==> src/rtl/mem_stage.sv <==
`default_nettype none
// ============================================================================
// mem_stage : pipeline memory-access stage (load/store lanes, DM handshake)
// Revision  : 1.0
// ============================================================================
module mem_stage (
  input  logic         clk,
  input  logic         resetn,
  input  logic         EXE_over,
  input  logic [154:0] EXE_MEM_bus,
  input  logic         WB_allow_in,
  input  logic         cancel,
  output logic         MEM_allow_in,
  output logic         MEM_valid,
  output logic         MEM_over,
  output logic [118:0] MEM_WB_bus,
  output logic [4:0]   MEM_wdest,
  output logic         dm_req,
  output logic         dm_wr,
  output logic [31:0]  dm_addr,
  output logic [3:0]   dm_wstrb,
  output logic [31:0]  dm_wdata,
  input  logic         dm_ack,
  input  logic [31:0]  dm_rdata
);

  localparam logic [3:0] LS_LW  = 4'd1;
  localparam logic [3:0] LS_LH  = 4'd2;
  localparam logic [3:0] LS_LHU = 4'd3;
  localparam logic [3:0] LS_LB  = 4'd4;
  localparam logic [3:0] LS_LBU = 4'd5;
  localparam logic [3:0] LS_SW  = 4'd6;
  localparam logic [3:0] LS_SH  = 4'd7;
  localparam logic [3:0] LS_SB  = 4'd8;

  typedef enum logic [1:0] {
    S_IDLE  = 2'd0,
    S_REQ   = 2'd1,
    S_DONE  = 2'd2,
    S_DRAIN = 2'd3
  } state_t;

  state_t         r_state;
  state_t         w_state_nxt;
  logic           r_valid;
  logic [154:0]   r_bus;
  logic [31:0]    r_rdata;

  logic [3:0]     w_ls_op;
  logic [31:0]    w_sd;
  logic [31:0]    w_er;
  logic [3:0]     w_in_op;
  logic           w_in_mem;
  logic           w_is_mem;
  logic           w_is_load;
  logic           w_is_store;
  logic           w_over;
  logic           w_allow;
  logic           w_cap;
  logic [7:0]     w_byte;
  logic [15:0]    w_half;
  logic [31:0]    w_load;
  logic [31:0]    w_mem_result;
  logic [3:0]     w_wstrb;
  logic [31:0]    w_wdata;

  assign w_ls_op    = r_bus[154:151];
  assign w_sd       = r_bus[150:119];
  assign w_er       = r_bus[118:87];
  assign w_in_op    = EXE_MEM_bus[154:151];
  assign w_in_mem   = (w_in_op != 4'd0) && (w_in_op <= LS_SB);
  assign w_is_load  = (w_ls_op != 4'd0) && (w_ls_op <= LS_LBU);
  assign w_is_store = (w_ls_op >= LS_SW) && (w_ls_op <= LS_SB);
  assign w_is_mem   = w_is_load | w_is_store;

  assign w_over  = r_valid & ((r_state == S_DONE) | ((r_state == S_IDLE) & ~w_is_mem));
  assign w_allow = (r_state != S_DRAIN) & (~r_valid | (w_over & WB_allow_in));
  assign w_cap   = EXE_over & w_allow & ~cancel;

  // A captured load/store goes straight to REQ so the request is on the bus
  // the cycle after capture.
  always_comb begin
    w_state_nxt = r_state;
    case (r_state)
      S_IDLE: begin
        if (w_cap && w_in_mem) w_state_nxt = S_REQ;
      end
      S_REQ: begin
        if (cancel)      w_state_nxt = dm_ack ? S_IDLE : S_DRAIN;
        else if (dm_ack) w_state_nxt = S_DONE;
      end
      S_DONE: begin
        if (cancel)                      w_state_nxt = S_IDLE;
        else if (w_over && WB_allow_in)  w_state_nxt = (w_cap && w_in_mem) ? S_REQ : S_IDLE;
      end
      S_DRAIN: begin
        if (dm_ack) w_state_nxt = S_IDLE;
      end
      default: w_state_nxt = S_IDLE;
    endcase
  end

  always_ff @(posedge clk) begin
    if (!resetn) begin
      r_state <= S_IDLE;
      r_valid <= 1'b0;
    end else begin
      r_state <= w_state_nxt;
      if (cancel)                     r_valid <= 1'b0;
      else if (w_cap)                 r_valid <= 1'b1;
      else if (w_over && WB_allow_in) r_valid <= 1'b0;
    end
  end

  always_ff @(posedge clk) begin
    if (w_cap) r_bus <= EXE_MEM_bus;
    if ((r_state == S_REQ) && dm_ack) r_rdata <= dm_rdata;
  end

  always_comb begin
    case (w_er[1:0])
      2'd0:    w_byte = r_rdata[7:0];
      2'd1:    w_byte = r_rdata[15:8];
      2'd2:    w_byte = r_rdata[23:16];
      default: w_byte = r_rdata[31:24];
    endcase
    w_half = w_er[1] ? r_rdata[31:16] : r_rdata[15:0];
    case (w_ls_op)
      LS_LH:   w_load = {{16{w_half[15]}}, w_half};
      LS_LHU:  w_load = {16'd0, w_half};
      LS_LB:   w_load = {{24{w_byte[7]}}, w_byte};
      LS_LBU:  w_load = {24'd0, w_byte};
      LS_LW:   w_load = r_rdata;
      default: w_load = r_rdata;
    endcase
    w_mem_result = w_is_load ? w_load : w_er;
  end

  always_comb begin
    w_wstrb = 4'b0000;
    w_wdata = w_sd;
    case (w_ls_op)
      LS_SW: w_wstrb = 4'b1111;
      LS_SH: begin
        w_wstrb = w_er[1] ? 4'b1100 : 4'b0011;
        w_wdata = {2{w_sd[15:0]}};
      end
      LS_SB: begin
        w_wstrb = 4'b0001 << w_er[1:0];
        w_wdata = {4{w_sd[7:0]}};
      end
      default: begin
        w_wstrb = 4'b0000;
        w_wdata = w_sd;
      end
    endcase
  end

  assign MEM_allow_in = w_allow;
  assign MEM_valid    = r_valid;
  assign MEM_over     = w_over;
  assign MEM_WB_bus   = {r_bus[86], r_bus[85:81], r_bus[80], w_mem_result, r_bus[79:0]};
  assign MEM_wdest    = r_valid ? r_bus[85:81] : 5'd0;
  assign dm_req       = (r_state == S_REQ) | (r_state == S_DRAIN);
  assign dm_wr        = w_is_store;
  assign dm_addr      = {w_er[31:2], 2'b00};
  assign dm_wstrb     = w_wstrb;
  assign dm_wdata     = w_wdata;

endmodule
`default_nettype wire
==> config.mk <==
export PLATFORM = sky130hd
export DESIGN_NAME = mem_stage
export DESIGN_NICKNAME = d
export VERILOG_FILES = /design/src/rtl/mem_stage.sv
export SDC_FILE = /design/constraint.sdc
export NUM_CORES = 1
export LEC_CHECK = 0
export ABC_AREA = 1
export BUFFER_PORTS_ARGS = -buffer_cell sky130_fd_sc_hd__buf_2
export CAP_MARGIN = 20
export CORE_AREA = 2 2 154 156
export CTS_CLUSTER_DIAMETER = 100
export DETAILED_ROUTE_END_ITERATION = 7
export DIE_AREA = 0 0 156 158
export PLACE_DENSITY = 0.72
export SLEW_MARGIN = 10
export SYNTH_ARGS = -nofsm -noshare
export SYNTH_HDL_FRONTEND = slang
export SYNTH_SLANG_ARGS = --single-unit
==> constraint.sdc <==
create_clock -name clk -period 5.29 [get_ports clk]
set_input_delay 1.058 -clock clk [delete_from_list [all_inputs] [get_ports clk]]
set_output_delay 1.058 -clock clk [all_outputs]
set_load 0.01 [all_outputs]
==> flow_metrics.tcl, run 1 <==
set metrics [dict create \
    status "complete, no violations" \
    synth_cell_types 34 \
    clockBufferDepth 2 \
    hold_viol 0 \
    p_seq_share_pct 52.3 \
    vias 5882 \
    die_area_mm2 0.02465 \
    maxSlewViolCount 0 \
    drc 0 \
    endpoint_kind "output port" \
    die_w_um 156 \
    ios 390 \
    final.setup.tns_ps 0 \
    antenna_found_initial 10 \
    first_global_vias 5654 \
    power_mw 3.354 \
    setup_violations 0 \
    first_pass_iters 5 \
    relSlewSlack_pct 35.90 \
    power_frac_clock_pct 38.1 \
    layout_common_cells "buf_2, edfxtp_1, inv_1" \
    p_leak_nw 4.495 \
    design.core.area_mm2 0.02305 \
    min_path_type "flop to flop" \
    fmax_mhz 246.0 \
    wl_per_cell_um 18.99 \
    rows 56 \
    grt-ovfl-total 0 \
    synth_enable_flop_cells 187 \
    port_buffers 387 \
    place_hpwl_um 18360 \
    p_int_mw 2.495 \
    drtIter0Drc 311 \
    ir_worst_vdd_mv 0.1950 \
    die_h_um 158 \
    max_stage_delay_ps 700 \
    cp.required_ps 4230 \
    clockRootBuffer "clkbuf_16" \
    diodes 0 \
    cts_buffers 17 \
    nets 1130 \
    met1_usage_pct 19.05 \
    placed_cells 1208 \
    grtUsageMet3_pct 6.488 \
    critPathLaunchType "flop" \
    fin_crit_sh_pct 76.86 \
    final_antenna_net_count 0 \
    post_cts_buffers 0 \
    p_sw_share_pct 25.61 \
    ys_async_sr_fraction_pct 0 \
    crit_chain "inv_1, nor2_1, nand2_1, inv_1, nand2_1, nand2_1, o21ai_0, buf_2" \
    critical_path_class "flop to output port" \
    layout-drive-gt1-share_pct 45.89 \
    fin_area_mm2 0.01023 \
    start_util_pct 36.25 \
    p_per_area_mw_per_mm2 327.8 \
    maxCapViolCount 0 \
    grt_max_degree 106 \
    netlist_area_mm2 0.008356 \
    clk_latency_ps 430 \
    vias_per_cell 4.744 \
    cts.sinks 190 \
    htree_levels 4 \
    crit_fanout 24 \
    grt_busiest_layer "met2" \
    slowest_stage "nand2_1" \
    grtUsageMet2_pct 34.07 \
    synth_flop_cell "edfxtp_1" \
    cp.arrival_ps 3010 \
    synth_cells 675 \
    synth-seq-cells 190 \
    yosys_warnings 0 \
    p_comb_share_pct 9.6 \
    cts_tree "built" \
    period_minus_slack_ps 4066 \
    netSwitchingPower_mw 0.8591 \
    gp_congestion 0.9077 \
    rsz0062_at_grt "no" \
    post_dp_cell_area_mm2 0.009642 \
    worst_slew_pin_slew_ps 959.2 \
    grt_usage_pct 18.30 \
    yosysSeqAreaShare_pct 67.92 \
    cpMostUsedCell "nand2_1" \
    skew_ps 14.34 \
    area_delta_synth_final_pct 22.46 \
    grt_pass1_wl_um 32850 \
    routed_wirelength_um 23540 \
    final_common_cell "buf_2" \
    hold_buffers 0 \
    syn_area_per_cell_um2 12.38 \
    ctsResizeCount 0 \
    stdcell_count 1240 \
    clk_pin_slew_ps 80 \
]
kinds of logic (layout without fill, tap and decap cells):
logic type	count (synthesis)	in the layout	share of synthesized area, %
AO/OA/AOI/OAI	133	133	9.284
AND/OR/NAND/NOR	123	123	6.454
other	1	2	0.04488
buffers and inverters	227	501	16.19
XOR/XNOR	1	1	0.1048
flip-flops	190	190	67.92
critical path: cells and delay by family, from the launching register on:
kind / cells / cell delay, ps
compound gates: 1 / 400
buf+inv: 3 / 360
flops: 1 / 410
simple gates: 4 / 1400
state kept, by name (all words and copies together) (netlist names):
name and cells:
MEM_valid 1, r_bus 155, r_rdata 32, r_state 2
per-layer routing:
metal  up-vias  share of wire [%]
li1       2750                  -
met1      2725                 35
met2       351                 52
met3        46                9.8
met4        10                2.3
met5         -               0.26
power by group through the flow:
| stage | logic, mW | clock network [mW] | registers (mW) |
|---|---|---|---|
| 2_1_floorplan | 0.198 | 0 | 1.78 |
| 3_3_place_gp | 0.318 | 0 | 1.79 |
| 3_5_place_dp | 0.324 | 0 | 1.79 |
| 4_1_cts | 0.324 | 1.31 | 1.76 |
| 5_1_grt | 0.353 | 1.36 | 1.76 |
| 6_report | 0.321 | 1.28 | 1.76 |
worst paths after layout:
kind                                 start           end  slack, ps  depth (start not counted)
worst max-delay path            r_bus[153]  dm_wdata[14]       1220                          8
worst min-delay path            r_state[1]    r_state[1]        520                          2
worst max register to register  r_bus[152]    r_state[0]       2530                         14
worst min register to register  r_state[1]    r_state[1]        520                          2
through the flow:
stage / util (%) / hold WS (ps) / setup slack (ps)
6_report: 44.39 / 515.7 / 1224
5_1_grt: 44.39 / 557.4 / 946.4
4_1_cts: 44.39 / 520.2 / 1193
3_5_place_dp: 41.83 / 508.1 / 1669
3_3_place_gp: 41.83 / 489.3 / 1701
2_1_floorplan: - / 468.7 / 1174
cells in the mapped netlist (2+ instances only):
master | count | area [um2]
inv_1 | 78 | 292.8
o22ai_1 | 33 | 206.5
a21oi_1 | 26 | 130.1
nand3_2 | 4 | 40.04
nor2_2 | 2 | 12.51
edfxtp_1 | 187 | 5615
buf_4 | 128 | 960.9
o21ai_0 | 48 | 240.2
o221ai_1 | 3 | 26.28
nand2_1 | 72 | 270.3
o211ai_1 | 3 | 22.52
nand3_1 | 14 | 70.07
inv_2 | 2 | 7.510
a31oi_1 | 6 | 37.54
buf_2 | 10 | 50.05
dfxtp_1 | 3 | 60.06
nor2_1 | 25 | 93.84
o31ai_1 | 7 | 52.55
clkbuf_1 | 7 | 26.28
nand2_2 | 2 | 12.51
nor2_4 | 2 | 22.52
layout make-up:
| cell class | instances | area [um2] |
|---|---|---|
| Timing Repair Buffer | 389 | 1964 |
| Fill cell | 2158 | 12820 |
| Clock inverter | 15 | 165.2 |
| Clock buffer | 17 | 425.4 |
| Inverter | 80 | 300.3 |
| Sequential cell | 190 | 5675 |
| Multi-Input combinational cell | 259 | 1339 |
| Tap cell | 290 | 362.8 |
Note: power is estimated with default switching activity, not from simulation.
==> run 2: changes to the inputs <==
--- a/config.mk
+++ b/config.mk
@@ -8,11 +8,11 @@
 export ABC_AREA = 1
 export BUFFER_PORTS_ARGS = -buffer_cell sky130_fd_sc_hd__buf_2
 export CAP_MARGIN = 20
-export CORE_AREA = 2 2 154 156
+export CORE_AREA = 2 2 153 155
 export CTS_CLUSTER_DIAMETER = 100
 export DETAILED_ROUTE_END_ITERATION = 7
-export DIE_AREA = 0 0 156 158
-export PLACE_DENSITY = 0.72
+export DIE_AREA = 0 0 155 157
+export PLACE_DENSITY = 0.75
 export SLEW_MARGIN = 10
 export SYNTH_ARGS = -nofsm -noshare
 export SYNTH_HDL_FRONTEND = slang
==> constraint.sdc (replaced) <==
create_clock -name clk -period 3.7 [get_ports clk]
set_input_delay 0.74 -clock clk [delete_from_list [all_inputs] [get_ports clk]]
set_output_delay 0.74 -clock clk [all_outputs]
set_load 0.01 [all_outputs]
==> flow_metrics.tcl, run 2 (same netlist as run 1, synthesis figures left out) <==
set metrics [dict create \
    relSlewSlack_pct 31.79 \
    port_buffers 387 \
    first_pass_iters 5 \
    reg_top3 "r_bus: 155 flops, r_rdata: 32 flops, r_state: 2 flops" \
    layout_common_cells "buf_2, edfxtp_1, inv_1" \
    r2r_end "r_state[0]" \
    grt_max_degree 95 \
    rr_startpoint "r_bus[151]" \
    crit_chain "nor2_2, nand2_1, o211ai_2, nand4_2, o21ai_4, o22ai_1, inv_1, buf_2" \
    nets 1134 \
    cp.arrival_ps 2580 \
    status "complete, no violations" \
    p_leak_nw 4.511 \
    gp_congestion 0.8483 \
    drtIter0Drc 530 \
    drc 0 \
    final_antenna_net_count 0 \
    worst_slew_pin_slew_ps 1021 \
    max_stage_delay_ps 550 \
    holdPathEnd "r_bus[109]" \
    maxCapViolCount 0 \
    post_cts_buffers 0 \
    path_buf_inv 2 \
    layout-drive-gt1-share_pct 46.12 \
    vias 5893 \
    design.core.area_mm2 0.02250 \
    vias_per_cell 4.752 \
    cp.required_ps 2960 \
    ios 390 \
    hold_viol 0 \
    cts_buffers 17 \
    cts_tree "built" \
    wl_per_cell_um 18.17 \
    ctsResizeCount 0 \
    critical_path_class "flop to output port" \
    start_util_pct 37.13 \
    die_h_um 157 \
    whs_path_depth 1 \
    fin_area_mm2 0.01028 \
    fin_crit_sh_pct 89.81 \
    slowest_stage "edfxtp_1" \
    skew_ps 17.03 \
    maxSlewViolCount 0 \
    p_per_area_mw_per_mm2 467.3 \
    clockRootBuffer "clkbuf_16" \
    antenna_found_initial 5 \
    grt_pass1_wl_um 33090 \
    hold_buffers 0 \
    fmax_mhz 300.9 \
    r2r_slack_ps 980 \
    area_delta_synth_final_pct 22.99 \
    ir_worst_vdd_mv 0.2669 \
    routed_wirelength_um 22530 \
    rsz0062_at_grt "no" \
    die_w_um 155 \
    min_path_type "input port to flop" \
    crit_family "simple AND/OR/NAND/NOR gates" \
    setup_violations 0 \
    die_area_mm2 0.02434 \
    htree_levels 4 \
    place_hpwl_um 16940 \
    critPathLaunchType "flop" \
    crit_fanout 16 \
    endpoint_kind "output port" \
    clk_pin_slew_ps 90 \
    reg2regPathDepth 15 \
    hold_path_startpoint "EXE_MEM_bus[109]" \
    cts.sinks 190 \
    final_common_cell "buf_2" \
    clk_latency_ps 430 \
    regMostFlops "r_bus" \
    rows 55 \
    grt-ovfl-total 0 \
    largest_register_ff_count 155 \
    period_minus_slack_ps 3323 \
    clockBufferDepth 2 \
    power_mw 4.802 \
    hold_slack_ps 475.5 \
    final.setup.tns_ps 0 \
    grt_usage_pct 18.04 \
    first_global_vias 5876 \
    post_dp_cell_area_mm2 0.009678 \
]
==> run 2: layer usage <==
layer | global-route usage (%) | vias up | part of all wire, %
met5 | 0 | - | 0.24
met4 | 4.938 | 8 | 1.6
met3 | 6.718 | 38 | 10
met2 | 32.44 | 363 | 52
met1 | 20.10 | 2722 | 37
li1 | - | 2762 | -
==> run 2: how the worst max path moves through the flow <==
stage / start / to / slack [ps] / cells past startpoint
after floorplan: r_bus[152] / r_state[0] / -230 / 13
after detailed placement: r_bus[154] / MEM_WB_bus[98] / 700 / 8
after global placement: r_bus[88] / MEM_WB_bus[111] / 900 / 8
after CTS: r_bus[154] / MEM_WB_bus[98] / 220 / 8
final: r_bus[88] / MEM_WB_bus[98] / 380 / 8
after global routing: r_bus[152] / MEM_WB_bus[86] / 140 / 9
==> run 2: where the power goes <==
group | total [mW] | switching, mW | internal (mW)
registers | 2.51 | 0.0390 | 2.47
clock network | 1.83 | 0.920 | 0.912
logic | 0.463 | 0.271 | 0.191
==> run 2: cell type report <==
cell class	count	area [um2]
Inverter	80	300.3
Clock inverter	15	162.7
Sequential cell	190	5675
Tap cell	285	356.6
Fill cell	2059	12230
Antenna cell	1	2.502
Clock buffer	17	425.4
Multi-Input combinational cell	259	1346
Timing Repair Buffer	393	2007
==> run 2: worst reg2reg max path, cell delays in order, from the launching register on <==
cell	delay [ps]
edfxtp_1	510
nor2_2	200
nand2_1	70
nand2_1	100
buf_4	200
nand3_2	120
nand2_1	100
nand3_2	100
nand2_2	90
nand3_2	100
nor2_4	190
buf_12	390
nand3_1	210
nand2_1	90
nand3_1	70
a21oi_1	120
==> run 2: through the flow <==
step	cells	setup WS [ps]	util [%]
after floorplan	676	-233.9	-
after global placement	1207	897.2	43.01
final	1240	377.0	45.67
after detailed placement	1207	695.3	43.01
after global routing	1239	135.4	45.65
after CTS	1239	221.2	45.62
==> run 3: changes to the inputs <==
--- a/config.mk
+++ b/config.mk
@@ -13,6 +13,8 @@
 export DETAILED_ROUTE_END_ITERATION = 7
 export DIE_AREA = 0 0 155 157
 export PLACE_DENSITY = 0.75
+export RECOVER_POWER = 100
+export SKIP_CTS_REPAIR_TIMING = 1
 export SLEW_MARGIN = 10
 export SYNTH_ARGS = -nofsm -noshare
 export SYNTH_HDL_FRONTEND = slang
==> flow_metrics.tcl, run 3 (same netlist as run 1, synthesis figures left out) <==
set metrics [dict create \
    fmax_mhz 293.6 \
    drc 0 \
    status "complete, but fails checks" \
    crit_fanout 16 \
    antenna_found_initial 3 \
    gp_congestion 0.8483 \
    critPathLaunchType "flop" \
    worst_slew_pin_slew_ps 1810 \
    clk_pin_slew_ps 90 \
    clk_latency_ps 430 \
    start_util_pct 37.13 \
    cts.sinks 190 \
    max_stage_delay_ps 560 \
    cp.arrival_ps 2670 \
    skew_ps 16.01 \
    slowest_stage "edfxtp_1" \
    port_buffers 387 \
    fillers 2164 \
    power_mw 4.772 \
    relSlewSlack_pct -20.81 \
    p_per_area_mw_per_mm2 477.8 \
    diodes 0 \
    regMostFlops "r_bus" \
    htree_levels 4 \
    clockBufferDepth 2 \
    die_area_mm2 0.02434 \
    die_w_um 155 \
    hold_viol 0 \
    wl_met3_um 2119 \
    first_pass_iters 5 \
    ios 390 \
    fin_area_mm2 0.009987 \
    critical_path_class "flop to output port" \
    vias_per_cell 4.698 \
    post_dp_cell_area_mm2 0.009678 \
    largest_register_ff_count 155 \
    place_hpwl_um 16940 \
    area_delta_synth_final_pct 19.53 \
    maxCapViolCount 1 \
    cts_buffers 17 \
    wl_per_cell_um 18.22 \
    period_minus_slack_ps 3406 \
    rows 55 \
    final_common_cell "buf_2" \
    final.setup.tns_ps 0 \
    clockRootBuffer "clkbuf_16" \
    grt_pass1_wl_um 33090 \
    fin_util_pct 44.38 \
    violations "capacitance limit, slew limit" \
    grt-ovfl-total 0 \
    ir_worst_vdd_mv 0.2670 \
    vias 5821 \
    endpoint_kind "output port" \
    grt_max_degree 95 \
    placed_cells 1207 \
    routed_wirelength_um 22570 \
    grt_usage_pct 18.04 \
    layout-drive-gt1-share_pct 25.26 \
    design.core.area_mm2 0.02250 \
    routed.top_layer "met5" \
    wl_met2_um 11610 \
    stdcell_count 1239 \
    final_antenna_net_count 0 \
    drtIter0Drc 568 \
    rsz0062_at_grt "no" \
    die_h_um 157 \
    first_global_vias 5876 \
    cp.required_ps 2960 \
    maxSlewViolCount 33 \
    cts_tree "built" \
    min_path_type "input port to flop" \
    setup_violations 0 \
    drt-met1-wl_um 8442 \
    crit_chain "nor2_2, nand2_1, o211ai_1, nand4_2, o21ai_4, o22ai_1, inv_1, clkbuf_1" \
    nets 1134 \
    p_leak_nw 3.957 \
    fin_crit_sh_pct 92.07 \
    reg_top3 "r_bus: 155 flops, r_rdata: 32 flops, r_state: 2 flops" \
    layout_common_cells "buf_2, clkbuf_1, edfxtp_1" \
]
## run 3: cell types whose count changed in the layout (fill, tap and decap cells not counted), sizes merged
cell / before / now
clkbuf: 17 / 211
buf: 393 / 199
diode: 1 / 0
## run 3: final cells by class
cell class / instances / area [um2] / area share [%]
Sequential cell: 190 / 5675 / 56.83
Timing Repair Buffer: 393 / 1748 / 17.50
Multi-Input combinational cell: 259 / 1319 / 13.20
Clock buffer: 17 / 425.4 / 4.260
Tap cell: 285 / 356.6 / 3.571
Inverter: 80 / 300.3 / 3.007
Clock inverter: 15 / 162.7 / 1.629
## run 3: power breakdown
group	leakage (nW)	internal (mW)	switching [mW]
combinational	1.91	0.161	0.271
sequential	1.76	2.47	0.0404
clock	0.284	0.912	0.918
total	3.96	3.54	1.23
## run 3: per-stage QoR
step | hold WS [ps] | setup slack (ps)
after global routing | 448.6 | 85.03
after floorplan | 468.7 | -233.9
final | 478.4 | 293.5
after global placement | 490.5 | 897.2
after CTS | 458.7 | 221.2
after detailed placement | 506.1 | 695.3
## run 3: path summary, 6_finish.rpt
kind               startpoint  depth (start not counted)        endpoint  slack (ps)
max                 r_bus[88]                          8  MEM_WB_bus[98]         290
min          EXE_MEM_bus[118]                          1      r_bus[118]         480
max reg2reg        r_bus[151]                         11       r_bus[68]         410
min reg2reg        r_state[1]                          2      r_state[1]         520
## run 3: layer usage
metal	global-route usage, %	vias to the layer above
li1	-	2760
met1	20.10	2699
met2	32.44	326
met3	6.718	30
met4	4.938	6
met5	0	-
## run 3: worst max-delay path: cells and delay by family (launching register included)
family / cells / cell delay [ps]
DFF: 1 / 560
AOI/OAI and AO/OA: 3 / 630
and+or+nand+nor: 3 / 840
buffers and inverters: 2 / 230
